--- src/rtl/dot_pkg.sv ---
// Shared types for the dot-product accelerator and its stream driver.
// Latency: none (types, constants and helpers only).
// Backpressure: not applicable.
package dot_pkg;

  localparam int DATA_W = 32;

  typedef enum logic [1:0] {
    IDLE = 2'd0,
    RUN  = 2'd1,
    DONE = 2'd2
  } state_t;

  // Index width for an n-entry buffer; at least one bit so ports stay legal when n == 1.
  function automatic int idx_w(input int n);
    return (n > 1) ? $clog2(n) : 1;
  endfunction

endpackage

--- src/rtl/dot_rx_capture.sv ---
// Receiver end of the accelerator output stream: counts words, fills the result buffer, checks TLAST framing.
// Latency: a word is written into the buffer on its handshake edge; the read port is combinational.
// Backpressure: tready is high only while running and fewer than ROWS words have been taken.
module dot_rx_capture
  import dot_pkg::*;
#(
  parameter int ROWS = 3,
  localparam int RA_W = idx_w(ROWS)
) (
  input  logic              clk,
  input  logic              rst,
  input  logic              clear,
  input  logic              run,
  input  logic [DATA_W-1:0] tdata,
  input  logic              tlast,
  input  logic              tvalid,
  output logic              tready,
  output logic              rx_complete,
  output logic              err,
  input  logic [RA_W-1:0]   rd_addr,
  output logic [DATA_W-1:0] rd_data
);

  localparam int CW = $clog2(ROWS + 1);

  logic [CW-1:0]     rx_cnt;
  logic [DATA_W-1:0] result [ROWS];
  logic              fire;
  logic              last_slot;
  logic              frame_bad;

  assign tready    = run && (rx_cnt < CW'(ROWS));
  assign fire      = tvalid && tready;
  assign last_slot = (rx_cnt == CW'(ROWS - 1));
  // TLAST must be set on exactly the final word of the packet; any other placement is a framing error.
  assign frame_bad = fire && (tlast != last_slot);
  // Counts the word being accepted this cycle so the FSM can leave RUN without an extra cycle.
  assign rx_complete = (rx_cnt == CW'(ROWS)) || (fire && last_slot);

  // Word counter, result capture and sticky framing error.
  always_ff @(posedge clk) begin
    if (!rst) begin
      rx_cnt <= '0;
      err    <= 1'b0;
      for (int i = 0; i < ROWS; i++) result[i] <= '0;
    end else if (clear) begin
      rx_cnt <= '0;
      err    <= 1'b0;
    end else begin
      if (fire) begin
        rx_cnt <= rx_cnt + CW'(1);
        for (int i = 0; i < ROWS; i++) begin
          if (rx_cnt == CW'(i)) result[i] <= tdata;
        end
      end
      if (frame_bad) err <= 1'b1;
    end
  end

  // Host read port; out-of-range addresses read as zero.
  always_comb begin
    rd_data = '0;
    for (int i = 0; i < ROWS; i++) begin
      if (rd_addr == RA_W'(i)) rd_data = result[i];
    end
  end

endmodule

--- src/rtl/dot_stream_driver.sv ---
// Host-side stream driver: sends a COLS-word vector to the accelerator and captures its ROWS-word result.
// Latency: start in cycle 0 -> first word valid in cycle 1; done one cycle after the last tx/rx handshake.
// Backpressure: tx words are held stable until OUTPUT_AXIS_TREADY; rx stops accepting after ROWS words.
module dot_stream_driver
  import dot_pkg::*;
#(
  parameter int COLS = 4,
  parameter int ROWS = 3,
  localparam int VA_W = idx_w(COLS),
  localparam int RA_W = idx_w(ROWS)
) (
  input  logic              clk,
  input  logic              rst,
  input  logic              vec_wr_en,
  input  logic [VA_W-1:0]   vec_wr_addr,
  input  logic [DATA_W-1:0] vec_wr_data,
  input  logic              start,
  output logic              busy,
  output logic              done,
  output logic              err,
  input  logic [RA_W-1:0]   res_rd_addr,
  output logic [DATA_W-1:0] res_rd_data,
  output logic [DATA_W-1:0] OUTPUT_AXIS_TDATA,
  output logic              OUTPUT_AXIS_TLAST,
  output logic              OUTPUT_AXIS_TVALID,
  input  logic              OUTPUT_AXIS_TREADY,
  input  logic [DATA_W-1:0] INPUT_AXIS_TDATA,
  input  logic              INPUT_AXIS_TLAST,
  input  logic              INPUT_AXIS_TVALID,
  output logic              INPUT_AXIS_TREADY
);

  localparam int TW = $clog2(COLS + 1);

  state_t            state;
  logic [DATA_W-1:0] vec [COLS];
  logic [TW-1:0]     tx_cnt;
  logic [TW-1:0]     nxt;
  logic [DATA_W-1:0] next_word;
  logic              tx_fire;
  logic              tx_last_word;
  logic              tx_complete;
  logic              rx_complete;
  logic              start_ok;

  assign start_ok     = (state == IDLE) && start;
  assign nxt          = tx_cnt + TW'(1);
  assign tx_fire      = OUTPUT_AXIS_TVALID && OUTPUT_AXIS_TREADY;
  assign tx_last_word = (tx_cnt == TW'(COLS - 1));
  // Includes the final handshake of this cycle so tx and rx may finish together.
  assign tx_complete  = (tx_cnt == TW'(COLS)) || (tx_fire && tx_last_word);

  // Vector buffer: host writes land only while idle so an in-flight packet is never altered.
  always_ff @(posedge clk) begin
    if (!rst) begin
      for (int i = 0; i < COLS; i++) vec[i] <= '0;
    end else if ((state == IDLE) && vec_wr_en) begin
      for (int i = 0; i < COLS; i++) begin
        if (vec_wr_addr == VA_W'(i)) vec[i] <= vec_wr_data;
      end
    end
  end

  // Word that follows the one currently on the bus.
  always_comb begin
    next_word = '0;
    for (int i = 0; i < COLS; i++) begin
      if (nxt == TW'(i)) next_word = vec[i];
    end
  end

  // Transaction FSM with registered transmitter and status outputs.
  always_ff @(posedge clk) begin
    if (!rst) begin
      state              <= IDLE;
      busy               <= 1'b0;
      done               <= 1'b0;
      tx_cnt             <= '0;
      OUTPUT_AXIS_TDATA  <= '0;
      OUTPUT_AXIS_TLAST  <= 1'b0;
      OUTPUT_AXIS_TVALID <= 1'b0;
    end else begin
      case (state)
        IDLE: begin
          done <= 1'b0;
          if (start) begin
            state              <= RUN;
            busy               <= 1'b1;
            tx_cnt             <= '0;
            OUTPUT_AXIS_TDATA  <= vec[0];
            OUTPUT_AXIS_TLAST  <= (COLS == 1);
            OUTPUT_AXIS_TVALID <= 1'b1;
          end
        end
        RUN: begin
          if (tx_fire) begin
            tx_cnt <= nxt;
            if (tx_last_word) begin
              OUTPUT_AXIS_TVALID <= 1'b0;
              OUTPUT_AXIS_TLAST  <= 1'b0;
            end else begin
              OUTPUT_AXIS_TDATA <= next_word;
              OUTPUT_AXIS_TLAST <= (nxt == TW'(COLS - 1));
            end
          end
          if (tx_complete && rx_complete) begin
            state <= DONE;
            done  <= 1'b1;
          end
        end
        DONE: begin
          done  <= 1'b0;
          busy  <= 1'b0;
          state <= IDLE;
        end
        default: state <= IDLE;
      endcase
    end
  end

  dot_rx_capture #(
    .ROWS(ROWS)
  ) u_rx (
    .clk         (clk),
    .rst         (rst),
    .clear       (start_ok),
    .run         (state == RUN),
    .tdata       (INPUT_AXIS_TDATA),
    .tlast       (INPUT_AXIS_TLAST),
    .tvalid      (INPUT_AXIS_TVALID),
    .tready      (INPUT_AXIS_TREADY),
    .rx_complete (rx_complete),
    .err         (err),
    .rd_addr     (res_rd_addr),
    .rd_data     (res_rd_data)
  );

endmodule

--- config.mk ---
export PLATFORM = sky130hd
export DESIGN_NAME = dot_stream_driver
export DESIGN_NICKNAME = d
export VERILOG_FILES = /design/src/rtl/dot_pkg.sv /design/src/rtl/dot_rx_capture.sv /design/src/rtl/dot_stream_driver.sv
export SDC_FILE = /design/constraint.sdc
export NUM_CORES = 1
export LEC_CHECK = 0
export ABC_AREA = 1
export CAP_MARGIN = 5
export CORE_MARGIN = 3
export CORE_UTILIZATION = 61
export DETAILED_ROUTE_END_ITERATION = 16
export GPL_TIMING_DRIVEN = 0
export PLACE_DENSITY = 0.95
export SYNTH_ARGS = -nofsm -noshare
export SYNTH_HDL_FRONTEND = slang
export SYNTH_HIERARCHICAL = 1
export SYNTH_SLANG_ARGS = --single-unit
--- constraint.sdc ---
create_clock -name clk -period 6.7 [get_ports clk]
set_clock_uncertainty 0.15 [all_clocks]
set_input_delay 1.34 -clock clk [delete_from_list [all_inputs] [get_ports clk]]
set_output_delay 1.34 -clock clk [all_outputs]
set_load 0.02 [all_outputs]
Word level (Yosys, flattened, before mapping)
Memory sizes are Yosys's and may differ from the RTL's. Index checks and enable logic that the tools add are counted. Widths: inputs -> output; s select.

Flip-flop bits (word level): 44. RAM bits: 224. Input bits: 75. Output and inout bits: 70. Word-level logic and storage cells: 137. Memories kept: 2.

$add $sub $neg: 2. Order comparisons: 1. Equality and inequality tests: 21. Muxes and demuxes: 67. Bitwise logic cells: 8. Reductions and logical operators: 27.

Memory list: vec (depth 4, bits a word 32, read ports 4, clocked after Yosys merged registers in 0, wr ports 4, line dot_stream_driver.sv:36) `logic [DATA_W-1:0] vec [COLS];`; u_rx.result (depth 3, bits a word 32, read ports 3, clocked after Yosys merged registers in 0, wr ports 3, line dot_rx_capture.sv:27) `logic [DATA_W-1:0] result [ROWS];`.

Operator list (number): $mux 32 (17); $pmux 32 s2 (1); $mux 1 (39); $eq 2x2->1 const B (6); $ne 2x2->1 const B (5); $eq 3x2->1 const B (3); $logic_and 1x1->1 (9); $eq 2x1->1 const B (4); $logic_not 2->1 (4); $pmux 1 s2 (4); $reduce_and 4->1 (2); $or 1x1->1 (7); $mux 3 (2); $pmux 3 s2 (1); $reduce_and 2->1 (3); $reduce_bool 2->1 (3); $mux 2 (2); $pmux 2 s2 (1); $reduce_or 2->1 (2); $add 3x1->3 const B (1); $eq 3x1->1 const B (1); $eq 3x3->1 const B (1); $logic_not 3->1 (1); $reduce_and 3->1 (1); other kinds (5) (6).

Longest topological paths before layout
Gate-level depths: netlist of the first run.

Depth after elaboration: 9. Mapped depth: 11. Depth with buffers taken out: 10.

Hierarchy
Netlist of the first run, hierarchy kept.

By module, submodules not included: dot_stream_driver (instances 1, cells an instance 1074, area an instance 8559.5 um^2, seq. area each 4664.5 um^2); dot_rx_capture (instances 1, cells an instance 343, area an instance 4016.4 um^2, seq. area each 2942.8 um^2).

Worst setup path before layout of the first run
Ideal clock, no wire load.

Kind: input-to-reg. Start: input port start. End: memory u_rx.result[0][0] (enable). Setup time: 0.466 ns. Arrival time: 3.926 ns. Data required time: 6.084 ns. Setup slack: 2.158 ns. Stages on the path: 5. Path buffers: 0. Cells stage by stage: nand2_1 -> inv_1 -> inv_1 -> nand2_1 -> o21ai_0.

RTL lines: start, declared (line dot_stream_driver.sv:17) `input logic start,`; end, declared (line dot_rx_capture.sv:27).

Final worst setup path of the first run
Start: input port res_rd_addr[0]. End: output port res_rd_data[23].

Word-level cells in the longest chain between the ends: 4. Elaborated cells between the ends (all ways): 6. Classes of those cells: eq/ne: 2; mux: 3; reduce/logical: 1.

RTL lines: start, declared (line dot_stream_driver.sv:21) `input logic [RA_W-1:0] res_rd_addr,`; $logic_not 2->1 (line dot_rx_capture.sv:64) `if (rd_addr == RA_W'(i)) rd_data = result[i];`; $mux 32 (2 in series) (line dot_rx_capture.sv:64); $mux 32 (*) (line dot_rx_capture.sv:64); end, declared (line dot_stream_driver.sv:22) `output logic [DATA_W-1:0] res_rd_data,`.

Mark *: on every way between the ends. The rest lies on a longest branch, timed or not.

==> results of run 1 <==
-- routing by layer --
layer  track usage  up-vias  wire, µm
met1        0.3512     4753     11430
li1              -     4779         -
met5             0        -         0
met2        0.5199      704     16630
met4        0.1286        0      1326
met3       0.04876      124      3821
-- final cells by class --
type | count | share of cell area
sequential | 268 | 0.4982
clock buffer | 32 | 0.04548
tap | 265 | 0.02171
inverter | 218 | 0.05359
timing repair buffer | 148 | 0.1011
buffer | 73 | 0.03015
multi-input combinational | 858 | 0.2429
clock inverter | 16 | 0.006883
-- state kept, by name, summed over array words and instances, names as in the netlist --
name                flops
OUTPUT_AXIS_TVALID      1
busy                    1
u_rx/result            96
done                    1
vec                   128
OUTPUT_AXIS_TDATA      32
state                   2
u_rx/rx_cnt             2
u_rx/err                1
OUTPUT_AXIS_TLAST       1
tx_cnt                  3
-- power groups by stage --
stage | registers (W) | logic (W) | clock network, W
floorplan | 0.00200 | 0.000355 | 0
global placement | 0.00198 | 0.000610 | 0
detailed placement | 0.00198 | 0.000644 | 0
CTS | 0.00195 | 0.000658 | 0.00138
global route | 0.00195 | 0.000727 | 0.00145
finish | 0.00195 | 0.000669 | 0.00138
-- kinds of logic (layout without fill, tap and decap cells) --
family | count (synthesis) | in the layout | share of synthesized area
AND/OR/NAND/NOR | 793 | 793 | 0.2610
buffers and inverters | 291 | 487 | 0.1017
flip-flops | 268 | 268 | 0.6049
AO/OA/AOI/OAI | 54 | 54 | 0.02179
adder cells (fa/ha/maj) | 10 | 10 | 0.009949
XOR/XNOR | 1 | 1 | 0.0006966
-- final timing paths --
| path | end | slack, ps |
|---|---|---|
| max | res_rd_data[23] | 1750 |
| min | busy | 330 |
| max reg2reg | u_rx/result[0][90] | 3970 |
| min reg2reg | busy | 330 |
-- metrics by stage --
step           power, W    util  hold WS, ps  setup WS [ps]
2_1_floorplan  0.002356       -        339.7           2158
3_3_place_gp   0.002586  0.7230        300.3          413.4
3_5_place_dp   0.002623  0.7290        316.4           1810
4_1_cts        0.003986  0.7693        325.0           1767
5_1_grt        0.004126  0.7694        351.0           1638
6_report       0.003994  0.7694        326.5           1750
-- cell usage after synthesis (4+ instances only) --
cell      count
buf_2        32
dfxtp_1      44
buf_4         9
nand2_1     377
buf_6        15
inv_2         9
o21ai_0      11
nand4_4       4
inv_1       209
clkbuf_1     15
nor2_1      266
ha_1         10
edfxtp_1    224
nand3_1     133
a21oi_1      42
-- critical path: cells and delay by family --
family	cells	cell delay, ps
buffers and inverters	3	1540
AND/OR/NAND/NOR	3	570
==> run metrics, run 1 <==
status=completed; Final GP Congestion=0.8756; TritonCTS clock tree=built; Crit Path Max Fanout=10; arrival time worst endpoint=3460 ps; Sw Share=0.2682; Reg area=7607 µm²; Worst Min Path Start=busy; clock network power share=0.345; Clock Tree Buf Depth=3; Residual DRC=0; Post-synth top flop=edfxtp_1; Fin. Hold Viols=0; DP HPWL=approximately 22 mm; Synth cell types=25; largest net degree at the start of global routing=33; Setup Fix Bufs, Post-CTS=0; 1st-iter DRT viols=1074; number of CTS-inserted buffers=26; most used cell along the critical path=clkdlybuf4s50_1; cell count after placement=1830; Clock Latency Late Sink=around 530 ps; area post-placement=14470 µm²; Reg2Reg Depth=8; Post-Synthesis Cells=approximately 1400; port bufs=approximately 140; Tmin final=4950 ps; maximum vdd drop=0.2294 mV; DR vias=10360; Max stage delay on crit path=about 620 ps; # Max-Cap Violations=0; Cell Int Power=0.002923 W; Hold Path Depth=2; share of cells above drive strength 1=0.07812; commonest non-fill, non-tap cells in the layout=nand2_1 (374), nor2_1 (266), edfxtp_1 (224), inv_1 (209), clkdlybuf4s50_1 (144); Initial Util=0.6337; CP Data Required Time=5210 ps; area share of the largest cell type after synthesis=0.5349; die boundary height=149.6 µm; H-tree lvl count=1; switching power=roughly 0.0011 W; Finished Cell Area=15270 µm²; Clock Sinks=268; final wirelength=roughly 33 mm; synth warn=6; slew at the pin closest to its max-slew limit=952.0 ps; period utilization=0.7388; Detailed Routing Iterations Pass 1=6; Die X=149.6 µm; Worst-path clk slew=60 ps; DIE AREA=22380 µm²; RSZ-0062 raised after global routing=false; Fillers=1204; Critical Path Start Type=primary input; row count=between 50 and 60; Yosys reg bits=268; critical path class=in -> out; vias per inst=around 5.5; area occupied by multi-input gates=3709 µm²; Routed WL per cell=17.68 µm; element type at the critical path end=primary output; Finished Layout Cells=between 1500 and 2000; I/O pins=between 100 and 150; average size of a mapped cell=8.875 µm²; Mapped Nets=between 1500 and 2000; Comb pwr share=0.168; pwr/cell area=261.6 nW/µm²; Slowest-stage cell, CP=clkdlybuf4s50_1; root buffer cell=clkbuf_16; Slew HR=0.3631; sequential share of power=0.487; Layout area overhead=21.42%; Mapped Area=12580 µm²; CP cell instances=clkdlybuf4s50_1, nor2_1, clkbuf_1, nand2_1, nand3_1, clkdlybuf4s50_1; synth top area cells=edfxtp_1 (53%), nand2_1 (11%), nor2_1 (7.9%), dfxtp_1 (7.0%), inv_1 (6.2%); CTS Hold Bufs=0; gr ovfl total=0; Seq/Total Area, Yosys=0.6049; commonest non-fill, non-tap cell in the layout=nand2_1; Lkg Pwr=6.937 nW; vias in the first global route=10400; endpoints failing setup=0; core area=19850 µm²; Post-CTS Resized=0; nets=1678; FMAX=approximately 0.20 GHz; Post-synth ARST share=0; final max-slew violation count=0; ant diodes=0; first-pass GRT wire length=51.56 mm; Total GRT Usage=0.2924; Post-Route Setup TNS=0 ps; critical path startpoint=res_rd_addr[0]; r2r startpoint=state[0]; Post-synth EDFFs=roughly 220; Antenna Violating Nets Remaining=0; cell taking the most area after synthesis=edfxtp_1; HP Class=reg -> reg; initial antenna violation count=0
No activity file was read; power rests on OpenSTA's default activity.
==> run 2, diff against run 1 <==
--- a/config.mk
+++ b/config.mk
@@ -8,10 +8,10 @@
 export ABC_AREA = 1
 export CAP_MARGIN = 5
 export CORE_MARGIN = 3
-export CORE_UTILIZATION = 61
+export CORE_UTILIZATION = 56
 export DETAILED_ROUTE_END_ITERATION = 16
 export GPL_TIMING_DRIVEN = 0
-export PLACE_DENSITY = 0.95
+export PLACE_DENSITY = 0.89
 export SYNTH_ARGS = -nofsm -noshare
 export SYNTH_HDL_FRONTEND = slang
 export SYNTH_HIERARCHICAL = 1
==> constraint.sdc (replaced) <==
create_clock -name clk -period 5 [get_ports clk]
set_clock_uncertainty 0.15 [all_clocks]
set_input_delay 1 -clock clk [delete_from_list [all_inputs] [get_ports clk]]
set_output_delay 1 -clock clk [all_outputs]
set_load 0.02 [all_outputs]
==> run metrics, run 2 (same netlist as run 1, synthesis figures left out) <==
arrival time worst endpoint=3140 ps (-320 ps); Routed WL per cell=16.65 µm (-5.8%); HP Class=reg -> reg; FMAX=about 0.23 GHz; Die X=155.9 µm (+4.2%); sequential share of power=0.485 (-0.002); port bufs=144 (unchanged); pwr/cell area=351.6 nW/µm² (+34%); endpoints failing setup=0 (unchanged); Residual DRC=0 (unchanged); Clock Sinks=268 (unchanged); CTS Hold Bufs=0 (unchanged); commonest non-fill, non-tap cell in the layout=nand2_1; Top Family by Delay on Critical Path=buffers and inverters; CP cell instances=clkdlybuf4s50_1, nor2_1, clkbuf_1, nand2_1, nand3_1, clkdlybuf4s50_1; element type at the critical path end=primary output; RSZ-0062 raised after global routing=false; final wirelength=31.52 mm (-5.1%); row count=54 (+5.9%); status=completed; vias in the first global route=9924 (-4.6%); DIE AREA=24290 µm² (+8.6%); die boundary height=155.9 µm (+4.2%); gr ovfl total=0 (unchanged); maximum vdd drop=0.2380 mV (+3.8%); Setup Fix Bufs, Post-CTS=0 (unchanged); root buffer cell=clkbuf_16; Slowest-stage cell, CP=clkdlybuf4s50_1; Biggest register=vec; number of CTS-inserted buffers=27 (+3.8%); Total GRT Usage=0.2546 (-0.03780); commonest non-fill, non-tap cells in the layout=nand2_1 (373), nor2_1 (266), edfxtp_1 (224), inv_1 (209), clkdlybuf4s50_1 (144); worst slack, placed=791.4 ps (-1018 ps); Worst-path clk slew=60 ps (about the same); switching power=0.001429 W (+33%); max reg flops=128 (unchanged); initial antenna violation count=0 (unchanged); nets=1678 (unchanged); 1st-iter DRT viols=968 (-9.9%); # Max-Cap Violations=0 (unchanged); Clock Tree Buf Depth=3 (unchanged); Cell Int Power=0.003943 W (+35%); biggest regs=vec x128, u_rx/result x96, OUTPUT_AXIS_TDATA x32; I/O pins=145 (unchanged); largest net degree at the start of global routing=33 (unchanged); Post-CTS Resized=0 (unchanged); Final GP Congestion=0.8628 (-1.5%); Fin Hold WS=322.4 ps (-4.129 ps); period utilization=0.8577; core area=21960 µm² (+11%); critical path class=in -> out; Detailed Routing Iterations Pass 1=5 (-1); slew at the pin closest to its max-slew limit=1053 ps (+101.0 ps); DP HPWL=21.28 mm (-2.0%); Fin. Hold Viols=0 (unchanged); share of cells above drive strength 1=0.07998 (+0.001860); CP Data Required Time=3850 ps (-1360 ps); Comb pwr share=0.163 (-0.005); Buf/Inv on CP=3 (unchanged); final max-slew violation count=0 (unchanged); Lkg Pwr=6.938 nW (about the same); vias per inst=5.265 (-4.6%); Crit Path Max Fanout=10 (unchanged); Clock Latency Late Sink=530 ps (about the same); Critical Path Start Type=primary input; first-pass GRT wire length=49.09 mm (-4.8%); Tmin final=4288 ps; DR vias=9966 (-3.8%); Slew HR=0.2963 (-0.06675); Layout area overhead=21.50% (about the same); Max stage delay on crit path=660 ps (+40 ps); Fillers=1560 (+30%); clock network power share=0.352 (+0.007); Sw Share=0.2660 (-0.002161); most used cell along the critical path=clkdlybuf4s50_1; Antenna Violating Nets Remaining=0 (unchanged); Initial Util=0.5727 (-0.06099); TritonCTS clock tree=built; H-tree lvl count=1 (unchanged); ant diodes=0 (unchanged); final setup margin=711.7 ps (-1038 ps)
-- run 2: cell types whose count changed in the layout (fill, tap and decap cells not counted) --
cell,before,now
clkbuf_8,0,2
buf_12,1,0
nand2_2,6,7
clkinv_2,5,7
clkinv_4,1,0
buf_8,0,1
clkbuf_1,20,18
buf_16,3,2
nand2_1,374,373
-- run 2: final cells by class --
cell class / count / area, µm² / share of cell area
clock inverter: 17 / 106.4 / 0.006960
clock buffer: 32 / 714.4 / 0.04676
tap: 280 / 350.3 / 0.02293
buffer: 73 / 460.4 / 0.03013
sequential: 268 / 7607 / 0.4979
timing repair buffer: 147 / 1511 / 0.09892
inverter: 218 / 818.3 / 0.05355
multi-input combinational: 858 / 3711 / 0.2429
-- run 2: through the flow --
| stage | TNS [ps] | utilization | instance area (µm²) | instances | power, W |
|---|---|---|---|---|---|
| 3_3_place_gp | -33160 | 0.6543 | 14370 | 1841 | 0.003468 |
| 6_report | 0 | 0.6958 | 15280 | 1893 | 0.005373 |
| 5_1_grt | 0 | 0.6958 | 15280 | 1893 | 0.005584 |
| 2_1_floorplan | 0 | - | 12580 | 1417 | 0.003157 |
| 4_1_cts | 0 | 0.6958 | 15280 | 1893 | 0.005374 |
| 3_5_place_dp | 0 | 0.6585 | 14460 | 1844 | 0.003507 |
-- run 2: path summary, 6_finish.rpt --
| path | slack (ps) | to | cells after the start | start |
|---|---|---|---|---|
| max | 710 | res_rd_data[14] | 6 | res_rd_addr[0] |
| min | 320 | busy | 2 | busy |
| max reg2reg | 2440 | u_rx/result[0][82] | 7 | state[0] |
| min reg2reg | 320 | busy | 2 | busy |
-- run 2: worst register-to-register path, stage by stage (launching register included) --
cell,delay [ps]
dfxtp_1,440
inv_2,70
nor2_2,120
buf_2,280
nand3_2,220
inv_2,140
nand3_2,110
nand2_2,640
-- run 2: power groups by stage --
| stage | clock network, W | registers, W | logic [W] |
|---|---|---|---|
| after floorplan | 0 | 0.00268 | 0.000476 |
| after global placement | 0 | 0.00265 | 0.000819 |
| after detailed placement | 0 | 0.00265 | 0.000855 |
| after CTS | 0.00190 | 0.00261 | 0.000867 |
| after global routing | 0.00201 | 0.00262 | 0.000957 |
| final | 0.00189 | 0.00261 | 0.000874 |
-- run 2: metal layers --
metal  global-route usage  up-vias  wire length (µm)
met4              0.08747        0               811
met5                    0        -                 0
met3              0.05021       73              2747
li1                     -     4784                 -
met2               0.4689      492             16280
met1               0.2960     4617             11680
